===== config.mk =====
export PLATFORM = sky130hd
export DESIGN_NAME = prog_loader
export DESIGN_NICKNAME = d
export VERILOG_FILES = /design/src/rtl/prog_loader_pkg.sv /design/src/rtl/prog_loader.sv
export SDC_FILE = /design/constraint.sdc
export NUM_CORES = 1
export LEC_CHECK = 0
export ABC_CLOCK_PERIOD_IN_PS = 1600
export CAP_MARGIN = 20
export CORE_ASPECT_RATIO = 0.7
export CORE_MARGIN = 2
export CORE_UTILIZATION = 51
export DETAILED_ROUTE_END_ITERATION = 8
export PLACE_DENSITY = 0.76
export SLEW_MARGIN = 20
export SYNTH_ARGS = -nofsm -noshare
export SYNTH_HDL_FRONTEND = slang
export SYNTH_SLANG_ARGS = --single-unit

===== constraint.sdc =====
create_clock -name clk_sys -period 1.6 [get_ports clk_sys]
set_input_delay 0.16 -clock clk_sys [delete_from_list [all_inputs] [get_ports clk_sys]]
set_output_delay 0.16 -clock clk_sys [all_outputs]
set_load 0.03 [all_outputs]

===== src/rtl/prog_loader_pkg.sv =====
// ============================================================================
//  Module      : prog_loader_pkg
//  Description : Shared types and constants for the byte-stream program
//                loader (state encoding, default sync byte, header size).
//  Revision    : 1.0  initial release
// ============================================================================
`timescale 1ns/1ps
`default_nettype none

package prog_loader_pkg;

   // Loader frame-parsing states
   typedef enum logic [2:0] {
      IDLE    = 3'd0,
      ADDR_HI = 3'd1,
      ADDR_LO = 3'd2,
      LEN_HI  = 3'd3,
      LEN_LO  = 3'd4,
      DATA    = 3'd5,
      CHK     = 3'd6,
      DONE    = 3'd7
   } loader_state_t;

   // Frame start marker used when the instantiating design does not override it
   localparam logic [7:0] LOADER_SYNC_DEFAULT = 8'hA5;

   // Header bytes between the sync byte and the payload: addr hi/lo, len hi/lo
   localparam int LOADER_HDR_BYTES = 4;

endpackage

`default_nettype wire


===== src/rtl/prog_loader.sv =====
// ============================================================================
//  Module      : prog_loader
//  Description : Parses framed bytes (sync, 16-bit start address, 16-bit
//                length, payload) and writes each payload byte into BRAM
//                port A, holding the CPU off the bus while a frame is open.
//                Optional XOR checksum byte after the payload is enabled by
//                defining PROG_LOADER_CHECKSUM_EN.
//  Revision    : 1.0  initial release
// ============================================================================
`timescale 1ns/1ps
`default_nettype none

module prog_loader
   import prog_loader_pkg::*;
#(
   parameter logic [7:0] SYNC_BYTE  = LOADER_SYNC_DEFAULT,
   parameter int         ADDR_WIDTH = 16
) (
   input  logic                  clk_sys,
   input  logic                  reset,
   input  logic [7:0]            rx_data,
   input  logic                  rx_valid,
   output logic                  rx_ready,
   output logic                  mem_en,
   output logic                  mem_we,
   output logic [ADDR_WIDTH-1:0] mem_addr,
   output logic [7:0]            mem_wdata,
   output logic                  cpu_hold,
   output logic                  done,
   output logic                  error
);

   loader_state_t         state;
   logic [7:0]            addr_hi_q;
   logic [7:0]            len_hi_q;
   logic [ADDR_WIDTH-1:0] addr_q;
   logic [15:0]           cnt_q;
   logic                  accept;
   logic [15:0]           len_w;

`ifdef PROG_LOADER_CHECKSUM_EN
   logic [7:0]            csum_q;
`else
   // No checksum byte exists in this build, so a frame can never fail
   assign error = 1'b0;
`endif

   assign accept = rx_valid && rx_ready;
   assign len_w  = {len_hi_q, rx_data};

   // Frame parser FSM with registered BRAM-port, handshake and status outputs
   always_ff @(posedge clk_sys) begin
      if (reset) begin
         state     <= IDLE;
         addr_hi_q <= 8'h00;
         len_hi_q  <= 8'h00;
         addr_q    <= '0;
         cnt_q     <= 16'h0000;
         rx_ready  <= 1'b0;
         mem_en    <= 1'b0;
         mem_we    <= 1'b0;
         mem_addr  <= '0;
         mem_wdata <= 8'h00;
         cpu_hold  <= 1'b0;
         done      <= 1'b0;
`ifdef PROG_LOADER_CHECKSUM_EN
         csum_q    <= 8'h00;
         error     <= 1'b0;
`endif
      end else begin
         // Strobes default low; ready stays high unless DONE is entered
         mem_en   <= 1'b0;
         mem_we   <= 1'b0;
         done     <= 1'b0;
         rx_ready <= 1'b1;

         case (state)
            IDLE: begin
               if (accept && rx_data == SYNC_BYTE) begin
                  state    <= ADDR_HI;
                  cpu_hold <= 1'b1;
`ifdef PROG_LOADER_CHECKSUM_EN
                  csum_q   <= 8'h00;
                  error    <= 1'b0;
`endif
               end
            end

            ADDR_HI: begin
               if (accept) begin
                  addr_hi_q <= rx_data;
                  state     <= ADDR_LO;
               end
            end

            ADDR_LO: begin
               if (accept) begin
                  addr_q <= ADDR_WIDTH'({addr_hi_q, rx_data});
                  state  <= LEN_HI;
               end
            end

            LEN_HI: begin
               if (accept) begin
                  len_hi_q <= rx_data;
                  state    <= LEN_LO;
               end
            end

            LEN_LO: begin
               if (accept) begin
                  cnt_q <= len_w;
                  if (len_w != 16'h0000) begin
                     state <= DATA;
                  end else begin
`ifdef PROG_LOADER_CHECKSUM_EN
                     state <= CHK;
`else
                     state    <= DONE;
                     done     <= 1'b1;
                     rx_ready <= 1'b0;
`endif
                  end
               end
            end

            DATA: begin
               if (accept) begin
                  mem_en    <= 1'b1;
                  mem_we    <= 1'b1;
                  mem_addr  <= addr_q;
                  mem_wdata <= rx_data;
                  addr_q    <= addr_q + ADDR_WIDTH'(1);
                  cnt_q     <= cnt_q - 16'd1;
`ifdef PROG_LOADER_CHECKSUM_EN
                  csum_q    <= csum_q ^ rx_data;
`endif
                  // The byte that takes the count to zero closes the payload
                  if (cnt_q == 16'd1) begin
`ifdef PROG_LOADER_CHECKSUM_EN
                     state <= CHK;
`else
                     state    <= DONE;
                     done     <= 1'b1;
                     rx_ready <= 1'b0;
`endif
                  end
               end
            end

`ifdef PROG_LOADER_CHECKSUM_EN
            CHK: begin
               if (accept) begin
                  state    <= DONE;
                  rx_ready <= 1'b0;
                  // A mismatch still walks through DONE, just without the pulse
                  if (rx_data == csum_q) begin
                     done <= 1'b1;
                  end else begin
                     error <= 1'b1;
                  end
               end
            end
`endif

            DONE: begin
               state    <= IDLE;
               cpu_hold <= 1'b0;
            end

            default: begin
               state    <= IDLE;
               cpu_hold <= 1'b0;
            end
         endcase
      end
   end

endmodule

`default_nettype wire


Word-level counts from Yosys, hierarchy flattened

Cells that the tools add are included.

Input bits: 11
Bits in registers: 79

Multiplexer cells: 28
Equality and inequality tests: 14
Bitwise operators: 2
Add/sub/neg operators: 2
Reductions and logical operators: 15

Operator list:

| operator                | number |
|---|---|
| $mux W16                | 4 |
| $pmux W16 S2            | 2 |
| $mux W3                 | 7 |
| $pmux W3 S6             | 1 |
| $add A16 B1 Y16 const B | 1 |
| $eq A16 B1 Y1 const B   | 1 |
| $reduce_bool A16 Y1     | 1 |
| $sub A16 B1 Y16 const B | 1 |
| $ne A2 B2 Y1 const B    | 7 |
| $mux W1                 | 10 |
| $eq A8 B8 Y1 const B    | 1 |
| $reduce_and A2 Y1       | 4 |
| $reduce_and A7 Y1       | 1 |
| $eq A3 B2 Y1 const B    | 2 |
| $eq A3 B3 Y1 const B    | 2 |
| $pmux W1 S2             | 3 |
| $reduce_and A3 Y1       | 2 |
| $reduce_or A5 Y1        | 1 |
| $reduce_bool A2 Y1      | 2 |
| $eq A3 B1 Y1 const B    | 1 |
| $logic_not A3 Y1        | 1 |
| $logic_and A1 B1 Y1     | 2 |
| $mux W2                 | 1 |
| $not A1 Y1              | 2 |
| $reduce_or A2 Y1        | 1 |

Logic depth before layout (Yosys ltp)

Gate-level depths: netlist of run 1.

Depth in word-level cells: 4
Mapped depth: 7
Depth with buffers taken out: 6

Worst setup path before layout of run 1

Ideal clock, no wire load.

Path kind: flip-flop to flip-flop
Start: register rx_ready
End: register cnt_q[13]
Data arrival time: 1.523 ns
Cell stages (with the launch flop): 5
Setup time: 0.115 ns
Path buffers: 0
Setup slack: -0.038 ns
Cell sequence: dfxtp_1 nand2_1 or4_1 o32a_1 o21a_1

Word-level cells in the longest chain between the ends: 3

RTL lines:

| what                                 | RTL line           | text |
|---|---|---|
| from (decl)                          | prog_loader.sv:23  | `output logic rx_ready,` |
| from (signal assigned)               | prog_loader.sv:59  | `rx_ready <= 1'b0;` |
| from (signal assigned)               | prog_loader.sv:75  | `rx_ready <= 1'b1;` |
| from (signal assigned)               | prog_loader.sv:121 | `rx_ready <= 1'b0;` |
| $logic_and A1 B1 Y1 *                | prog_loader.sv:48  | `assign accept = rx_valid && rx_ready;` |
| $ne A2 B2 Y1 (no source line)        | --                 |  |
| $reduce_and A3 Y1 (no source line) * | --                 |  |
| to (signal assigned)                 | prog_loader.sv:112 | `cnt_q <= len_w;` |
| to (signal assigned)                 | prog_loader.sv:134 | `cnt_q <= cnt_q - 16'd1;` |
| to (decl)                            | prog_loader.sv:37  | `logic [15:0] cnt_q;` |

Every way passes the cells marked *; elsewhere a longest branch is shown, timed or not.
A chain may end at the register's enable or synchronous reset.

Worst setup path after layout of run 1

Start: register addr_q[0]
End: register addr_q[10]

Word-level cells in the longest chain between the ends: 3

RTL lines:

| what                   | RTL line           | text |
|---|---|---|
| from (decl)            | prog_loader.sv:36  | `logic [ADDR_WIDTH-1:0] addr_q;` |
| from (signal assigned) | prog_loader.sv:98  | `addr_q <= ADDR_WIDTH'({addr_hi_q, rx_data});` |
| from (signal assigned) | prog_loader.sv:133 | `addr_q <= addr_q + ADDR_WIDTH'(1);` |
| $add A16 B1 Y16        | prog_loader.sv:133 |  |
| $mux W16               | prog_loader.sv:128 | `if (accept) begin` |
| $pmux W16 S2           | prog_loader.sv:77  | `case (state)` |

Every way passes these cells. The select of a mux whose other input is x is not followed.

==> metrics.md, run 1 <==
| Metric | Value |
|---|---|
| Run status | complete, no violations |
| Die X | 108.1 µm |
| Synthesized cell area | 3870 µm² |
| DP Cell Count | 643 |
| Pre-CTS setup slack | -291.3 ps |
| IO Pins | 41 |
| Critical path cell sequence | ha_1 > buf_4 > and3_1 > nand4_1 > o31a_1 > o32ai_1 |
| Unrepaired setup endpoints after global routing | true |
| Nets@finish | 570 |
| Final Hold Fails | 0 |
| Root buffer cell | clkbuf_8 |
| Longest Clk Path Bufs | 2 |
| Crit-path max cell delay | 340 ps |
| CORE AREA | 7320 µm² |
| Initial antenna violation count | 0 |
| Final core utilization | 0.6944 |
| Starting Density | 0.5287 |
| Initial DRC Count | 403 |
| DRC violations left | 0 |
| Final worst path period share | 0.9724 |
| Final Max Tran Viols | 0 |
| Synth async-reset ratio | 0 |
| H-tree depth | 3 |
| Routed Antenna Nets | 0 |
| # fillers | 577 |
| Clk sinks | 79 |
| EDFF count, synth | 0 |
| Largest net degree at the start of global routing | 45 |
| Die area | 8312 µm² |
| Synth area leaders | dfxtp_1 41%, a21oi_1 7.6%, nand2_1 7.5%, mux2i_1 4.7%, o21ai_0 4.0% |
| Num CTS Buffers | 9 |
| First-pass GRT wire length | 18.20 mm |
| Maxcap violations | 0 |
| Mean Syn Cell Area | 8.062 µm² |
| Worst vdd ir | 0.4750 mV |
| F_max | 642.7 MHz |
| Gr busiest metal | met2 |
| CTS tree | yes |
| Crit path arrival time | 1820 ps |
| Area share of the largest cell type after synthesis | 0.4087 |
| Worst reg2reg startpoint | addr_q[0]$_SDFFE_PP0P_ |
| Share of cells above drive strength 1 | 0.1996 |
| Setup ws final | 44.15 ps |
| Rows | 26 |
| Layout area overhead | 31.33% |
| Crit-path max FO | 3 |
| Die Height | 76.88 µm |
| Final wirelength | 11.52 mm |
| Worst Setup End Kind | flop |
| Register area share after synthesis | 0.4087 |
| Count of different cell masters after synthesis | 57 |
| Power Density | 772.5 nW/µm² |
| Met1 usage | 0.3949 |
| Static leakage | 1.882 nW |
| Critical-path top delay cell | dfxtp_1 |
| Hold WS | 185.8 ps |
| Hold crit path type | in -> reg |
| Routed vias | 4019 |
| GRT Util Overall | 0.2799 |
| Gp weighted congestion | 0.9626 |
| Mapped Nets | 494 |
| Vias in the first global route | 3686 |
| Skew-Pair Late Insertion Delay | 350 ps |
| Final Instance Count excl. Fillers | 659 |
| Yosys reg bits | 79 |
| Vias/cell | 6.099 |
| Post-DP HPWL | 7.895 mm |
| Period minus WS final | 1556 ps |
| Routed length per placed instance | 17.47 µm |
| Port Buf Inserts | 39 |
| Met3 Use GR | 0.09099 |
| Antenna Cells | 0 |
| Syn Inst Count | 480 |
| Primary FF master, synth | dfxtp_1 |
| Kind of critical path | reg -> reg |
| Post-DP Area | 4733 µm² |
| Worst clock skew | 9.195 ps |
| Final Instance Area | 5082 µm² |
| Warnings from Yosys | 0 |
| Met2 Use GR | 0.4151 |
| Largest area contributor in the netlist | dfxtp_1 |
| Overflow after GRT | 0 |
| Critical path startpoint | addr_q[0]$_SDFFE_PP0P_ |
| Worst hold start | reset |
| Final setup violation count | 0 |
| Setup crit start kind | flop |
| TritonRoute pass-1 iters | 5 |
| Clock slew at the register clock pins of the worst setup and hold paths | 80 ps |
| CP required | 1870 ps |
-- final cells by class --
type / instances / area (µm²) / share of cell area
clock buffers: 10 / 127.6 / 0.02511
clock inverters: 6 / 108.9 / 0.02142
inverters: 8 / 30.03 / 0.005908
multi-input cells: 356 / 2185 / 0.4298
flip-flops and latches: 79 / 1592 / 0.3131
well taps: 98 / 122.6 / 0.02413
repair buffers: 102 / 917.1 / 0.1805
-- routing by layer --
metal | vias to the layer above | routed length [µm] | part of all wire
met2 | 189 | 5131 | 0.45
met3 | 17 | 1184 | 0.10
met4 | 0 | 108 | 0.0094
li1 | 1893 | - | -
met1 | 1920 | 5090 | 0.44
met5 | - | 0 | 0
-- worst max-delay path: cells and delay by family (launching register included) --
family | cells | cell delay, ps
adders and majority gates | 1 | 200
AOI/OAI and AO/OA | 2 | 400
and+or+nand+nor | 2 | 410
buffers and inverters | 1 | 130
DFF | 1 | 340
-- logic make-up after synthesis --
group / count (synthesis) / synth area share
simple gates: 197 / 0.2648
compound gates: 137 / 0.2179
flops: 79 / 0.4087
buf+inv: 45 / 0.05141
mux: 18 / 0.04656
fa+ha+maj: 3 / 0.009700
other cells: 1 / 0.0009690
-- power breakdown --
| part | total (W) | internal (W) | switching [W] |
|---|---|---|---|
| Sequential | 0.00197 | 0.00197 | 0.00000367 |
| Combinational | 0.000166 | 0.0000650 | 0.000101 |
| Clock | 0.00179 | 0.00103 | 0.000753 |
-- cells in the final DEF, fill, tap and decap left out, types with 6 or more instances in the layout --
cell type	synthesis	routed
o31a_1	6	6
nor3_1	9	8
nor4_1	12	8
clkbuf_8	0	9
buf_4	3	58
nand4_1	13	13
o21ai_0	31	30
dfxtp_1	79	71
a21o_1	6	6
mux2i_1	18	18
dfxtp_2	0	8
clkdlybuf4s50_1	0	36
inv_1	8	6
nor2_1	33	33
nand2_1	77	77
a21oi_1	59	59
nand3_1	11	8
-- cell usage after synthesis, drive strengths merged (3+ instances only) --
| cell | number |
|---|---|
| a21oi | 59 |
| o32ai | 5 |
| nand3 | 11 |
| and3 | 3 |
| a211oi | 4 |
| and2 | 7 |
| or4 | 4 |
| o31ai | 3 |
| o31a | 6 |
| nand4 | 13 |
| o21ai | 31 |
| nor3b | 4 |
| dfxtp | 79 |
| ha | 3 |
| nor3 | 10 |
| a21o | 6 |
| nand2b | 4 |
| buf | 18 |
| nand2 | 77 |
| clkbuf | 19 |
| inv | 8 |
| nand3b | 3 |
| nor2 | 34 |
| nand4b | 4 |
| and4 | 4 |
| nor4 | 14 |
| mux2i | 18 |
| o21a | 4 |
-- what timing repair did --
action	in CTS	in global routing
cloned	0	0
pin swaps	4	6
resized for setup	6	25
hold buffers	0	0
setup buffers	0	0
hold endpoints to repair	0	0
endpoints found under the setup margin	4	53
-- worst paths after layout --
path / to / slack [ps] / cells after the start
min reg2reg: mem_addr[5]$_SDFFE_PP0P_ / 460 / 2
min: rx_ready$_SDFF_PP0_ / 190 / 3
max: addr_q[10]$_SDFFE_PP0P_ / 40 / 6
max reg2reg: addr_q[10]$_SDFFE_PP0P_ / 40 / 6
-- metrics by stage --
stage          TNS [ps]  power (W)
3_5_place_dp      -4058   0.002179
6_report              0   0.003926
4_1_cts               0   0.003918
2_1_floorplan         0   0.002084
3_3_place_gp      -2413   0.002180
5_1_grt          -80.73   0.004025
-- state kept, by name, summed over array words and instances (netlist names) --
| signal | cells |
|---|---|
| state | 3 |
| mem_we | 1 |
| done | 1 |
| addr_q | 16 |
| addr_hi_q | 8 |
| len_hi_q | 8 |
| mem_wdata | 8 |
| cpu_hold | 1 |
| rx_ready | 1 |
| mem_addr | 16 |
| cnt_q | 16 |
Note: power is estimated with default switching activity, not from simulation.
==> run 2, diff against run 1 <==
--- a/config.mk
+++ b/config.mk
@@ -10,8 +10,11 @@
 export CORE_ASPECT_RATIO = 0.7
 export CORE_MARGIN = 2
 export CORE_UTILIZATION = 51
+export CTS_BUF_LIST = sky130_fd_sc_hd__clkbuf_16
 export DETAILED_ROUTE_END_ITERATION = 8
+export GPL_ROUTABILITY_DRIVEN = 1
 export PLACE_DENSITY = 0.76
+export SKIP_CTS_REPAIR_TIMING = 1
 export SLEW_MARGIN = 20
 export SYNTH_ARGS = -nofsm -noshare
 export SYNTH_HDL_FRONTEND = slang
==> run 2 against run 1 <==
  * The run now ends with setup timing left
  * Final cell count unchanged
  * Critical path depth is 1 lower
  * Sequential share of layout area shrank 0.72 points
  * Utilization is 1.6 points higher
  * Clock-buffer cell count shrank 1
  * Wire length rose by 1.1%
  * Via count unchanged
  * Total power up 13%
  * Sequential power about the same
  * Setup slack got worse by 130 ps
  * Critical path type unchanged
  * Global-route usage grew 0.22 points
==> metrics.md, run 2 (same netlist as run 1, synthesis figures left out) <==
| Metric | Value |
|---|---|
| Run status | finished, violations left |
| Failing checks | setup timing |
| Layout area overhead | 34.40% |
| Met3 Use GR | 0.08503 |
| Met2 Use GR | 0.4252 |
| Longest Clk Path Bufs | 2 |
| First-pass GRT wire length | 18.25 mm |
| GRT Util Overall | 0.2821 |
| Met1 usage | 0.3923 |
| Num CTS Buffers | 9 |
| Setup ws final | -82.26 ps |
| Period minus WS final | 1682 ps |
| Nets@finish | 570 |
| Crit-path max cell delay | 430 ps |
| Clock slew at the register clock pins of the worst setup and hold paths | 60 ps |
| Largest net degree at the start of global routing | 45 |
| Critical-path top delay cell | dfxtp_1 |
| Clk sinks | 79 |
| Die area | 8312 µm² |
| Starting Density | 0.5287 |
| Commonest cells after routing, fill and taps aside | 77 x nand2_1, 71 x dfxtp_1, 59 x a21oi_1 |
| Port Buf Inserts | 39 |
| Unrepaired setup endpoints after global routing | true |
| CTS tree | yes |
| Hold crit path type | in -> reg |
| Rows | 26 |
| Crit-path max FO | 6 |
| Initial antenna violation count | 0 |
| Overflow after GRT | 0 |
| Initial DRC Count | 348 |
| Worst Setup End Kind | flop |
| Vias in the first global route | 3653 |
| Skew-Pair Late Insertion Delay | 330 ps |
| Final core utilization | 0.7106 |
| Maxcap violations | 0 |
| Commonest non-fill, non-tap cell in the layout | nand2_1 |
| Setup crit start kind | flop |
| Share of cells above drive strength 1 | 0.2032 |
| F_max | 594.4 MHz |
| Gp weighted congestion | 0.9626 |
| Die Height | 76.88 µm |
| DRC violations left | 0 |
| Static leakage | 1.920 nW |
| TritonRoute pass-1 iters | 5 |
| Die X | 108.1 µm |
| Root buffer cell | clkbuf_16 |
| Routed Antenna Nets | 0 |
| Antenna Cells | 0 |
| Biggest regs | addr_q (16), cnt_q (16), mem_addr (16) |
| Final setup violation count | 1 |
| Final Max Tran Viols | 0 |
| Power, Total | 0.004454 W |
| IO Pins | 41 |
| Kind of critical path | reg -> reg |
| Post-DP HPWL | 7.895 mm |
| Power Density | 856.4 nW/µm² |
| Top delay family on crit path | simple AND/OR/NAND/NOR gates |
| WP buf/inv | 1 |
| Worst clock skew | 4.498 ps |
| Critical path cell sequence | buf_4 > nand4_1 > nor4_2 > o221ai_1 > a21oi_1 |
| Routed length per placed instance | 17.67 µm |
| CORE AREA | 7320 µm² |
| Final wirelength | 11.65 mm |
| Vias/cell | 6.099 |
| Final Hold Fails | 0 |
| Worst vdd ir | 0.6838 mV |
| H-tree depth | 3 |
| Gr busiest metal | met2 |
| CP required | 1860 ps |
| Routed vias | 4019 |
| Crit path arrival time | 1950 ps |
| Final worst path period share | 1.051 |
==> run 2: per-layer routing <==
layer  vias to the layer above  share of wire
li1                       1900              -
met2                       212           0.45
met1                      1888           0.45
met4                         0          0.013
met5                         -              0
met3                        19          0.090
==> run 2: tightest hold or removal path, cell delays in order <==
cell and delay [ps]:
buf_2 120, inv_1 110, o31a_1 120
==> run 2: cell type report <==
class	count	area [µm²]
Tap cell	98	122.6
Sequential cell	79	1592
Clock buffer	9	225.2
Fill cell	539	2118
Clock inverter	7	112.6
Inverter	8	30.03
Timing Repair Buffer	102	929.6
Multi-Input combinational cell	356	2190
==> run 2: path summary, 6_finish.rpt <==
check	slack [ps]	endpoint	cells past startpoint	startpoint
setup / recovery	-80	addr_q[15]$_SDFFE_PP0P_	5	addr_q[2]$_SDFFE_PP0P_
hold / removal	210	rx_ready$_SDFF_PP0_	3	reset
setup reg to reg	-80	addr_q[15]$_SDFFE_PP0P_	5	addr_q[2]$_SDFFE_PP0P_
hold reg to reg	450	mem_addr[5]$_SDFFE_PP0P_	2	mem_addr[5]$_SDFFE_PP0P_
==> run 2: stage by stage <==
step	hold WS (ps)	area [µm²]	setup WS (ps)	cells	TNS, ps
final	213.0	5201	-82.26	659	-82.26
after global placement	440.7	4733	-237.1	643	-2413
after floorplan	250.7	3871	28.23	480	0
after detailed placement	446.4	4733	-291.3	643	-4058
after global routing	248.6	5201	-124.4	659	-132.5
after CTS	197.9	5071	-96.96	659	-271.6
==> run 2: power by group <==
part | switching (W) | internal (W)
Sequential | 0.00000375 | 0.00197
Clock | 0.000798 | 0.00152
Combinational | 0.000102 | 0.0000652
Total | 0.000903 | 0.00355
==> run 3, diff against run 2 <==
--- a/config.mk
+++ b/config.mk
@@ -14,6 +14,7 @@
 export DETAILED_ROUTE_END_ITERATION = 8
 export GPL_ROUTABILITY_DRIVEN = 1
 export PLACE_DENSITY = 0.76
+export REMOVE_ABC_BUFFERS = 1
 export SKIP_CTS_REPAIR_TIMING = 1
 export SLEW_MARGIN = 20
 export SYNTH_ARGS = -nofsm -noshare
==> run 3 against run 2 <==
  * The flow still finishes with violations (setup timing)
  * Maximum frequency is 3.0% higher
  * Via count is 2.4% higher
  * Design area increased by 1.4%
  * Combinational power grew 6%
  * Clock-buffer cell count unchanged
  * Largest power group unchanged
  * Critical path depth is 1 higher
==> metrics.md, run 3 (same netlist as run 1, synthesis figures left out) <==
| Metric | Value |
|---|---|
| Hold WS | 248.7 ps |
| Worst reg2reg startpoint | state[0]$_SDFFE_PP0P_ |
| # fillers | 561 |
| Clock slew at the register clock pins of the worst setup and hold paths | 60 ps |
| Kind of critical path | reg -> reg |
| Biggest regs | addr_q (16), cnt_q (16), mem_addr (16) |
| Hold crit path type | in -> reg |
| CORE AREA | 7320 µm² |
| Share of cells above drive strength 1 | 0.2049 |
| Skew-Pair Late Insertion Delay | 330 ps |
| DP Cell Count | 643 |
| Initial DRC Count | 435 |
| Critical path startpoint | state[0]$_SDFFE_PP0P_ |
| Commonest cells after routing, fill and taps aside | 77 x nand2_1, 74 x dfxtp_1, 59 x a21oi_1 |
| Run status | finished, violations left |
| Post-DP HPWL | 8.126 mm |
| Antenna Cells | 0 |
| DRC violations left | 0 |
| Footprint of the multi-input gates | 2202 µm² |
| H-tree depth | 3 |
| Routed vias | 4116 |
| Unrepaired setup endpoints after global routing | true |
| First-pass GRT wire length | 18.86 mm |
| CP required | 1820 ps |
| Worst vdd ir | 0.5972 mV |
| Worst Setup End Kind | flop |
| Routed Antenna Nets | 0 |
| Longest Clk Path Bufs | 2 |
| Clk sinks | 79 |
| Port Buf Inserts | 39 |
| Period minus WS final | 1634 ps |
| Post-Route Setup TNS | -33.62 ps |
| Post-DP Area | 4782 µm² |
| Die area | 8312 µm² |
| Overflow after GRT | 0 |
| Die Height | 76.88 µm |
| Failing checks | setup timing |
| Largest net degree at the start of global routing | 67 |
| Root buffer cell | clkbuf_16 |
| Final worst path period share | 1.021 |
| Initial antenna violation count | 0 |
| Maxcap violations | 0 |
| Static leakage | 1.929 nW |
| Power Density | 788.7 nW/µm² |
| Starting Density | 0.5287 |
| TritonRoute pass-1 iters | 8 |
| GRT Util Overall | 0.2869 |
| Final Hold Fails | 0 |
| Final Instance Area | 5276 µm² |
| Setup ws final | -33.62 ps |
| F_max | 612.1 MHz |
| Final wirelength | 12.34 mm |
| IO Pins | 41 |
| Final Max Tran Viols | 0 |
| Vias in the first global route | 3723 |
| Rows | 26 |
| Final setup violation count | 1 |
| Num CTS Buffers | 9 |
| CTS tree | yes |
| Crit-path max FO | 19 |
| Worst clock skew | 6.669 ps |
| Layout area overhead | 36.34% |
| Register area | 1590 µm² |
| Nets@finish | 576 |
| Routed length per placed instance | 18.59 µm |
| Crit path arrival time | 1850 ps |
| Setup crit start kind | flop |
| Worst hold start | rx_data[1] |
| Vias/cell | 6.199 |
| Die X | 108.1 µm |
| Final Instance Count excl. Fillers | 664 |
| Commonest non-fill, non-tap cell in the layout | nand2_1 |
| Power, Total | 0.004162 W |
| Gp weighted congestion | 0.9483 |
## run 3: cell count changes in the layout (fill, tap and decap cells not counted), moves of 2 or more
cell       change
o21ai_1        +6
buf_12         +4
dfxtp_1        +3
o21ai_0        -6
bufinv_16      -2
nor4_2         -2
nor4_1         +2
dfxtp_2        -4
## run 3: cell type report
class | instances | area share
clock buffer | 9 | 0.04268
timing repair buffer | 108 | 0.1971
clock inverter | 6 | 0.01209
tap | 98 | 0.02324
sequential | 79 | 0.3014
multi-input combinational | 356 | 0.4174
inverter | 8 | 0.006166
## run 3: worst paths after layout
path | end | slack (ps) | cells past startpoint
max | addr_q[14]$_SDFFE_PP0P_ | -30 | 6
min | addr_q[1]$_SDFFE_PP0P_ | 250 | 3
max reg2reg | addr_q[14]$_SDFFE_PP0P_ | -30 | 6
min reg2reg | mem_addr[7]$_SDFFE_PP0P_ | 450 | 2
## run 3: routing by layer
metal	vias to the layer above	wire length [µm]	GRT usage
met5	-	0	0
met4	0	187	0.04487
met3	30	1422	0.1046
met2	222	5344	0.4157
met1	1953	5388	0.4153
li1	1911	-	-
## run 3: critical path: stages, from the launching register on
cell     delay [ps]
dfxtp_1         350
buf_4           180
nor3b_2         220
o21a_1          180
buf_12          160
o21ai_0         130
o41ai_1         290
## run 3: report_power, final
| group | switching (W) | total [W] | leakage (nW) | internal [W] |
|---|---|---|---|---|
| Combinational | 0.000106 | 0.000177 | 1.15 | 0.0000706 |
| Clock | 0.000816 | 0.00201 | 0.143 | 0.00120 |
| Sequential | 0.00000362 | 0.00197 | 0.639 | 0.00197 |
| Total | 0.000926 | 0.00416 | 1.93 | 0.00324 |
## run 3: per-stage QoR
step           utilization  setup WS, ps
2_1_floorplan            -         -1039
3_3_place_gp        0.6533        -351.0
3_5_place_dp        0.6533        -374.5
4_1_cts             0.6928        -204.0
5_1_grt             0.7209        -96.80
6_report            0.7209        -33.62
